**config.mk**
```make
export PLATFORM = sky130hd
export DESIGN_NAME = ksa
export DESIGN_NICKNAME = d
export VERILOG_FILES = /design/src/rtl/ksa.sv
export SDC_FILE = /design/constraint.sdc
export NUM_CORES = 1
export LEC_CHECK = 0
export CORE_MARGIN = 10
export CORE_UTILIZATION = 50
export DETAILED_ROUTE_END_ITERATION = 16
export PLACE_DENSITY = 0.72
export SYNTH_ARGS = -nofsm -noshare
export SYNTH_HDL_FRONTEND = slang
export SYNTH_SLANG_ARGS = --single-unit
```
**constraint.sdc**
```tcl
create_clock -name clk -period 4.2 [get_ports clk]
set_input_delay 1.26 -clock clk [delete_from_list [all_inputs] [get_ports clk]]
set_output_delay 1.26 -clock clk [all_outputs]
set_load 0.01 [all_outputs]
```
**src/rtl/ksa.sv**
```systemverilog
// ksa: ARC4 key-scheduling stage; 256 read-read-write-write swap iterations over the shared S memory.
module ksa #(
    parameter int KEY_BYTES = 3
) (
    input  logic                   clk,
    input  logic                   rst_n,
    input  logic                   en,
    output logic                   rdy,
    input  logic [8*KEY_BYTES-1:0] key,
    output logic [7:0]             addr,
    input  logic [7:0]             rddata,
    output logic [7:0]             wrdata,
    output logic                   wren
);
    localparam int KW = KEY_BYTES > 1 ? $clog2(KEY_BYTES) : 1;

    typedef enum logic [2:0] {IDLE, RD_I, WAIT_I, RD_J, WAIT_J, WR_J, WR_I} state_t;

    state_t                 state_q;
    logic [8*KEY_BYTES-1:0] key_q;
    logic [7:0]             i_q, j_q, si_q, sj_q, addr_q, wrdata_q, j_d;
    logic [KW-1:0]          kidx_q;
    logic                   rdy_q, wren_q;
    logic [7:0]             kbyte [KEY_BYTES];

    // Byte 0 is the most significant byte of the key.
    for (genvar g = 0; g < KEY_BYTES; g++) begin : g_kbyte
        assign kbyte[g] = key_q[8*(KEY_BYTES-g)-1 -: 8];
    end

    assign j_d    = j_q + rddata + kbyte[kidx_q];
    assign rdy    = rdy_q;
    assign addr   = addr_q;
    assign wrdata = wrdata_q;
    assign wren   = wren_q;

    always_ff @(posedge clk or negedge rst_n) begin
        if (!rst_n) begin
            state_q  <= IDLE;
            key_q    <= '0;
            i_q      <= '0;
            j_q      <= '0;
            kidx_q   <= '0;
            si_q     <= '0;
            sj_q     <= '0;
            rdy_q    <= 1'b1;
            addr_q   <= '0;
            wrdata_q <= '0;
            wren_q   <= 1'b0;
        end else begin
            case (state_q)
                IDLE: if (en) begin
                    key_q   <= key;
                    i_q     <= '0;
                    j_q     <= '0;
                    kidx_q  <= '0;
                    rdy_q   <= 1'b0;
                    addr_q  <= '0;
                    state_q <= RD_I;
                end
                RD_I: state_q <= WAIT_I;
                WAIT_I: begin
                    si_q    <= rddata;
                    j_q     <= j_d;
                    addr_q  <= j_d;
                    state_q <= RD_J;
                end
                RD_J: state_q <= WAIT_J;
                // Both reads complete before either write, so i==j leaves S unchanged.
                WAIT_J: begin
                    sj_q     <= rddata;
                    wrdata_q <= si_q;
                    wren_q   <= 1'b1;
                    state_q  <= WR_J;
                end
                WR_J: begin
                    addr_q   <= i_q;
                    wrdata_q <= sj_q;
                    state_q  <= WR_I;
                end
                WR_I: begin
                    wren_q <= 1'b0;
                    i_q    <= i_q + 8'd1;
                    kidx_q <= (kidx_q == KW'(KEY_BYTES - 1)) ? '0 : kidx_q + 1'b1;
                    if (i_q == 8'hFF) begin
                        rdy_q   <= 1'b1;
                        state_q <= IDLE;
                    end else begin
                        addr_q  <= i_q + 8'd1;
                        state_q <= RD_I;
                    end
                end
                default: state_q <= IDLE;
            endcase
        end
    end
endmodule

```
==> flow_summary.yaml, run 1 <==
setup_path:
  cp_cell_sequence: "clkdlybuf4s50_1 -> fa_1 -> ha_1 -> inv_1 -> fa_1 -> nor2b_1 -> o31a_1 -> o22ai_1 -> xnor2_1 -> o21ai_0"
  crit_fanout: 3
  r2r-start: "kidx_q[1]"
  crit_type: "input pin to flop"
  cp_data_required_time_ns: 4.40
  slowest_delay_ns: 0.57
  worstSetupEndpointType: "flop"
  start_kind: "input pin"
  ff2ff_setup_slack_ns: 0.88
  crit_top_cell: "fa_1"
  cp_data_arrival_time_ns: 3.68
  crit_slowest_cell: "fa_1"
  worstSetupStartpoint: "rddata[1]"
drt:
  drc: 0
  avgRoutedWirePerCell_um: 16.36
  dr_total_vias: 2726
  routed_wl_um: 8296
  antenna_left: 0
  first_pass_iters: 4
  drt_iter0_drc: 132
  via_per_inst: 5.377
clock_network:
  clockBufferDepth: 2
  cts_hold_buf: 0
  cts_buffers: 9
  cts_tree: "built"
  ctsHtreeMaxLevel: 3
  clock_latency_ns: 0.35
  cts_resized: 0
  cts_setup_buffers: 0
  root_buffer: "clkbuf_8"
  clk_pin_slew_ns: 0.08
  cts.sinks: 79
floorplanning:
  die_h_um: 108.8
  coreArea_um2: 7687
  ioPinCount: 53
  die-area_um2: 11830
  initial_core_util_pct: 51.25
  die_w_um: 108.8
  rows: 32
synthesis:
  synth_top_cell_by_area: "dfrtp_1"
  netlist_instances: 353
  avgSynthCellArea_um2: 11.16
  netlist_area_um2: 3940
  synth_edf_count: 0
  syn-num-nets: 403
  ys_ff_latch: 79
  ys_warn_count: 0
  synth-seq-area-share_pct: 50.21
  async_flop_share_pct: 100.0
  synth_top_area_share_pct: 49.54
  synth_ff_type: "dfrtp_1"
  synth.area.top_cells: "dfrtp_1, mux2_2, nand2_1, o21ai_0, mux2i_1"
  synth_cell_types: 55
sta:
  finalSetupViolCount: 0
  fin_tns_setup_ns: 0
  finalCritPeriodShare_pct: 82.85
  final.setup_skew_ns: 0.008714
  fmax_ghz: 0.2874
  period_needed_ns: 3.480
  hold_violations: 0
  slew_headroom_pct: 34.69
  slew_viol_final: 0
  rsz0062_at_grt: "no"
  tightest_slew_ns: 0.9797
layout:
  diodes: 0
  nets: 450
  finish.utilization_pct: 61.43
  drive_gt1_share_pct: 15.80
  final_cell_mix: "dfrtp_1, nand2_1, clkdlybuf4s50_1"
  synthToLayoutAreaGrowth_pct: 19.85
  final_common_cell: "dfrtp_1"
global_routing:
  grt_max_degree: 80
  grt_pass1_vias: 2842
  grt_pass1_wl_um: 13950
  grt_overflow: 0
  track_usage_pct: 14.74
  antenna_found_initial: 0
power:
  pwr-share-clk_pct: 16.7
  ir_drop_mv: 0.3116
  swShare_pct: 37.80
  pwr-share-comb_pct: 47.6
  intPower_mw: 2.369
  p_per_area_nw_per_um2: 806.5
  p_seq_share_pct: 35.7
  leakage_nw: 2.033
  netSwitchingPower_mw: 1.439
hold_path:
  hold_class: "flop to flop"
  hp-start: "si_q[0]"
job:
  maxCapViolCount: 0
outcome:
  status: "completed"
placed_design:
  portBuffers: 52
  place_hpwl_um: 5984
  gp_congestion: 0.8935
critical path, delay by kind of cell:
family,cells,cell delay [ns]
fa+ha+maj,3,1.13
buf+inv,2,0.53
compound gates,3,0.38
simple gates,1,0.20
xor+xnor,1,0.17
metrics by stage:
| stage | instance area, um^2 | hold slack, ns | setup slack [ns] | instances | power (mW) |
|---|---|---|---|---|---|
| 2_1_floorplan | 3940 | 0.4450 | 1.079 | 353 | 2.691 |
| 3_3_place_gp | 4491 | 0.4570 | 0.4736 | 491 | 3.131 |
| 3_5_place_dp | 4491 | 0.4613 | 0.3918 | 491 | 3.200 |
| 4_1_cts | 4722 | 0.4820 | 0.7301 | 507 | 3.849 |
| 5_1_grt | 4722 | 0.5030 | 0.5822 | 507 | 4.134 |
| 6_report | 4722 | 0.4790 | 0.7202 | 507 | 3.808 |
power groups by stage:
stage	Combinational, mW	Clock (mW)	Sequential (mW)
finish	1.81	0.638	1.36
global route	2.04	0.681	1.41
CTS	1.83	0.652	1.36
detailed placement	1.82	0	1.37
floorplan	1.42	0	1.27
global placement	1.77	0	1.36
flip-flops by register name (all words and copies together) (netlist names):
| signal | count |
|---|---|
| state_q | 3 |
| addr | 8 |
| i_q | 8 |
| si_q | 8 |
| wren | 1 |
| kidx_q | 2 |
| rdy | 1 |
| wrdata | 8 |
| sj_q | 8 |
| j_q | 8 |
| kbyte | 24 |
area by class of cell:
cell class / count / area, um^2
fill: 667 / 2965
clock inverter: 5 / 80.08
multi-input combinational: 251 / 1837
timing repair buffer: 53 / 525.5
clock buffer: 11 / 151.4
sequential: 79 / 1978
tap: 102 / 127.6
inverter: 6 / 22.52
per-layer routing:
layer / part of all wire [%] / GRT usage [%] / wire, um / up-vias
li1: - / - / - / 1327
met3: 5.8 / 3.953 / 479 / 11
met4: 1.7 / 5.932 / 139 / 0
met5: 0 / 0 / 0 / -
met1: 47 / 19.42 / 3873 / 1323
met2: 46 / 22.63 / 3804 / 65
cell usage after synthesis (all sizes together), types with 4 or more instances:
| cell type | number |
|---|---|
| o21ai | 37 |
| a22o | 7 |
| mux2i | 17 |
| buf | 11 |
| a21o | 6 |
| nor2b | 4 |
| fa | 8 |
| nand3 | 4 |
| a21oi | 5 |
| ha | 7 |
| clkbuf | 6 |
| mux2 | 32 |
| inv | 6 |
| dfrtp | 78 |
| nor2 | 15 |
| nand2 | 61 |
| xnor2 | 8 |
logic make-up after synthesis:
family,synth area share [%]
multiplexers,13.46
AND/OR/NAND/NOR,11.75
XOR/XNOR,2.223
flip-flops,50.21
buffers and inverters,3.334
AO/OA/AOI/OAI,12.73
adder cells (fa/ha/maj),6.288
path summary, 6_finish.rpt:
| path | end | depth (start not counted) |
|---|---|---|
| worst min register to register | si_q[0] | 2 |
| worst min-delay path | si_q[0] | 2 |
| max in group asynchronous | addr[7] | 1 |
| worst max register to register | j_q[7] | 12 |
| min in group asynchronous | addr[0] | 1 |
| worst max-delay path | j_q[7] | 10 |
No activity file was read; power rests on OpenSTA's default activity.
==> run 2, diff against run 1 <==
clock period = 3.5 ns   (was 4.2 ns; I/O delays follow)
==> run 2 against run 1 <==
Against the previous run: global-route usage increased by 1.1 points; clock skew decreased by 0.0039 ns; first-iteration DRC count decreased by 14%.
==> flow_summary.yaml, run 2 (synthesis results as in run 1) <==
outcome:
  status: "completed"
drt:
  first_pass_iters: 4
  avgRoutedWirePerCell_um: 16.82
  routed_wl_um: 8580
  via_per_inst: 5.461
  drc: 0
  antenna_left: 0
  drt_iter0_drc: 113
  dr_total_vias: 2785
setup_path:
  r2r-start: "kidx_q[0]"
  critPathTopFamily: "adder cells"
  crit_fanout: 3
  cp_data_arrival_time_ns: 3.44
  r2r-end: "j_q[7]"
  cp_cell_sequence: "clkdlybuf4s50_1 -> fa_1 -> ha_1 -> inv_1 -> fa_1 -> nor2b_1 -> o31a_1 -> o22ai_1 -> xnor2_1 -> o21ai_0"
  cp_num_buf_inv: 2
  crit_type: "input pin to flop"
  ff2ff_setup_slack_ns: 0.53
  reg2regPathDepth: 13
  worstSetupEndpointType: "flop"
  start_kind: "input pin"
  crit_top_cell: "fa_1"
  cp_data_required_time_ns: 3.72
  slowest_delay_ns: 0.56
  crit_slowest_cell: "fa_1"
hold_path:
  hold_class: "flop to flop"
  hold_end: "si_q[4]"
  holdPathStages: 2
  hp-start: "si_q[4]"
sta:
  fmax_ghz: 0.3102
  fin_tns_setup_ns: 0
  slew_viol_final: 0
  holdWs_ns: 0.4791
  hold_violations: 0
  rsz0062_at_grt: "no"
  slew_headroom_pct: 34.98
  final.setup_skew_ns: 0.004815
  tightest_slew_ns: 0.9754
  finalSetupViolCount: 0
  finalCritPeriodShare_pct: 92.09
  period_needed_ns: 3.223
power:
  intPower_mw: 2.923
  netSwitchingPower_mw: 1.754
  p_seq_share_pct: 34.3
  swShare_pct: 37.50
  pwr-share-comb_pct: 47.9
  p_per_area_nw_per_um2: 980.2
  leakage_nw: 2.063
  ir_drop_mv: 0.3662
  pwr-share-clk_pct: 17.8
layout:
  final_cell_mix: "dfrtp_1, nand2_1, clkdlybuf4s50_1"
  drive_gt1_share_pct: 16.42
  final_cell_area_um2: 4771
  diodes: 0
  largest_reg_flops: 24
  final_common_cell: "dfrtp_1"
  nets: 453
  synthToLayoutAreaGrowth_pct: 21.09
clock_network:
  cts_hold_buf: 0
  clk_pin_slew_ns: 0.08
  clock_latency_ns: 0.36
  ctsHtreeMaxLevel: 3
  root_buffer: "clkbuf_8"
  cts_resized: 0
  cts_tree: "built"
  clockBufferDepth: 2
  cts_setup_buffers: 0
  cts_buffers: 9
  cts.sinks: 79
global_routing:
  track_usage_pct: 15.85
  grt_pass1_wl_um: 14750
  grt_max_degree: 80
  grt_pass1_vias: 2876
  grt_overflow: 0
  antenna_found_initial: 0
placed_design:
  gp_congestion: 0.8952
  place_hpwl_um: 6180
  dpl_cell_area_um2: 4526
  portBuffers: 52
floorplanning:
  die_w_um: 108.8
  ioPinCount: 53
  die_h_um: 108.8
  rows: 32
  coreArea_um2: 7687
  die-area_um2: 11830
  initial_core_util_pct: 51.25
job:
  maxCapViolCount: 0
==> run 2: cell count changes in the layout (fill, tap and decap cells not counted), sizes merged <==
| cell | before | now |
|---|---|---|
| buf | 2 | 5 |
| bufinv | 2 | 3 |
| clkbuf | 11 | 10 |
| clkinv | 1 | 2 |
| clkinvlp | 2 | 1 |
==> run 2: worst max-delay path by stage <==
| stage | startpoint | to | slack, ns | cells after the start |
|---|---|---|---|---|
| floorplan | rddata[1] | j_q[7] | 0.59 | 9 |
| global placement | rddata[1] | j_q[7] | -0.01 | 10 |
| detailed placement | rddata[1] | j_q[7] | -0.09 | 10 |
| CTS | rddata[1] | addr[5] | 0.28 | 10 |
| global route | rddata[1] | addr[5] | 0.04 | 10 |
| finish | rddata[1] | j_q[7] | 0.28 | 10 |
==> run 2: final cells by class <==
type	instances	area, um^2
clock buffers	10	137.6
clock inverters	6	107.6
fillers	659	2917
inverters	6	22.52
multi-input cells	251	1837
flip-flops and latches	79	1978
well taps	102	127.6
repair buffers	56	560.5
==> run 2: metal layers <==
layer / wire length, um / vias up / GRT usage, %
met5: 0 / - / 0
met4: 128 / 0 / 5.085
met3: 563 / 12 / 5.192
met2: 3949 / 76 / 24.27
met1: 3939 / 1359 / 20.85
li1: - / 1338 / -
==> run 2: worst register-to-register path, cell delays in order, from the launching register on <==
cell and delay [ns]:
dfrtp_1 0.38, nor2b_1 0.17, buf_4 0.17, nand2_1 0.06, o21ai_0 0.17, fa_1 0.54
ha_1 0.16, inv_1 0.05, fa_1 0.38, nor2b_1 0.21, o31a_1 0.20, o22ai_1 0.09
xnor2_1 0.16, o21ai_0 0.10
==> run 2: power by group through the flow <==
| stage | Sequential [mW] | Combinational (mW) | Clock [mW] |
|---|---|---|---|
| 2_1_floorplan | 1.53 | 1.70 | 0 |
| 3_5_place_dp | 1.62 | 2.26 | 0 |
| 6_report | 1.60 | 2.24 | 0.834 |
| 4_1_cts | 1.60 | 2.27 | 0.846 |
| 5_1_grt | 1.65 | 2.55 | 0.885 |
| 3_3_place_gp | 1.60 | 2.19 | 0 |
==> run 2: per-stage QoR <==
step / cells / util, % / power [mW] / worst slack, ns
6_report: 510 / 62.06 / 4.677 / 0.2768
5_1_grt: 510 / 62.06 / 5.091 / 0.03714
3_3_place_gp: 494 / 58.87 / 3.792 / -0.01374
4_1_cts: 510 / 62.06 / 4.724 / 0.2775
3_5_place_dp: 494 / 58.87 / 3.876 / -0.09283
2_1_floorplan: 353 / - / 3.229 / 0.5892
==> run 3, diff against run 2 <==
CORE_MARGIN = 2   (was 10)
==> run 3 against run 2 <==
Against the previous run: clock skew is 0.0065 ns higher; hold slack better by 0.0017 ns; core utilization is 0.065 points lower; via count is 1.3% higher; sequential power hardly changed; sequential cell count stayed put; register-to-register slack worse by 0.03 ns; largest cell class unchanged; highest routed layer unchanged.
==> flow_summary.yaml, run 3 (synthesis results as in run 1) <==
clock_network:
  cts_resized: 0
  cts_buffers: 9
  root_buffer: "clkbuf_8"
  cts.sinks: 79
  clock_latency_ns: 0.35
  cts_hold_buf: 0
  cts_tree: "built"
  ctsHtreeMaxLevel: 3
  clk_pin_slew_ns: 0.08
  cts_setup_buffers: 0
  clockBufferDepth: 2
setup_path:
  worstSetupEndpointType: "flop"
  crit_type: "input pin to flop"
  start_kind: "input pin"
  cp_data_arrival_time_ns: 3.42
  ff2ff_setup_slack_ns: 0.50
  cp_data_required_time_ns: 3.70
  crit_fanout: 3
sta:
  tightest_slew_ns: 0.9780
  rsz0062_at_grt: "no"
  finalCritPeriodShare_pct: 91.90
  period_needed_ns: 3.216
  hold_violations: 0
  slew_headroom_pct: 34.80
  fmax_ghz: 0.3109
  slew_viol_final: 0
  final.setup_skew_ns: 0.01130
  setup_slack_ns: 0.2836
  fin_tns_setup_ns: 0
  finalSetupViolCount: 0
floorplanning:
  rows: 32
  die-area_um2: 8606
  ioPinCount: 53
  initial_core_util_pct: 51.25
  die_w_um: 92.77
  coreArea_um2: 7687
  die_h_um: 92.77
drt:
  routed_wl_um: 8228
  dr_total_vias: 2820
  via_per_inst: 5.540
  first_pass_iters: 4
  drt_iter0_drc: 158
  avgRoutedWirePerCell_um: 16.17
  drc: 0
  antenna_left: 0
layout:
  final_common_cell: "dfrtp_1"
  largest_reg_flops: 24
  diodes: 0
  final_cell_mix: "dfrtp_1, nand2_1, clkdlybuf4s50_1"
  stdcell_count: 509
  drive_gt1_share_pct: 16.22
  nets: 454
  synthToLayoutAreaGrowth_pct: 20.96
outcome:
  status: "completed"
global_routing:
  grt_pass1_wl_um: 14070
  antenna_found_initial: 0
  grt_overflow: 0
  grt_max_degree: 80
  grt_pass1_vias: 2864
  track_usage_pct: 21.06
job:
  maxCapViolCount: 0
power:
  p_per_area_nw_per_um2: 983.9
  ir_drop_mv: 0.3960
  leakage_nw: 2.064
  total_power_mw: 4.689
placed_design:
  place_ws_ns: -0.04990
  dp_cells: 495
  portBuffers: 52
  gp_congestion: 0.8994
  place_hpwl_um: 5924
hold_path:
  hold_class: "flop to flop"
## run 3: changes by cell type in the layout (fill, tap and decap cells not counted)
cell / change
buf_4: +1
clkinv_2: -1
clkinvlp_4: -1
## run 3: stage by stage
step	hold WS, ns	utilization [%]	area (um^2)
after detailed placement	0.4656	58.97	4533
after global placement	0.4563	58.97	4533
after CTS	0.4853	62.00	4766
after floorplan	0.4450	-	3940
after global routing	0.5100	62.00	4766
final	0.4808	62.00	4766
## run 3: path summary, 6_finish.rpt
kind / from / end / depth (start not counted)
worst max-delay path: rddata[1] / j_q[7] / 10
worst min-delay path: wrdata[7] / wrdata[7] / 2
worst max register to register: kidx_q[1] / addr[6] / 10
worst min register to register: wrdata[7] / wrdata[7] / 2
max in group asynchronous: rst_n / kbyte[7] / 1
min in group asynchronous: rst_n / i_q[2] / 1
## run 3: layer usage
metal / vias to the layer above / wire length, um / global-route usage (%)
li1: 1335 / - / -
met1: 1397 / 3869 / 29.96
met2: 71 / 3876 / 32.13
met3: 17 / 302 / 3.417
met4: 0 / 180 / 8.946
met5: - / 0 / 0
## run 3: critical path, cell delays in order
cell	delay (ns)
clkdlybuf4s50_1	0.48
fa_1	0.57
ha_1	0.16
inv_1	0.05
fa_1	0.38
nor2b_1	0.16
o31a_1	0.19
o22ai_1	0.10
xnor2_1	0.17
o21ai_0	0.10
## run 3: cell type report
type	count	area, um^2
timing repair buffer	57	568.0
tap	102	127.6
inverter	6	22.52
fill	629	2922
multi-input combinational	251	1837
sequential	79	1978
clock inverter	4	95.09
clock buffer	10	137.6
## run 3: power breakdown
part / internal (mW) / switching [mW] / leakage [nW]
Clock: 0.484 / 0.316 / 0.118
Sequential: 1.31 / 0.300 / 0.987
Combinational: 1.14 / 1.14 / 0.959
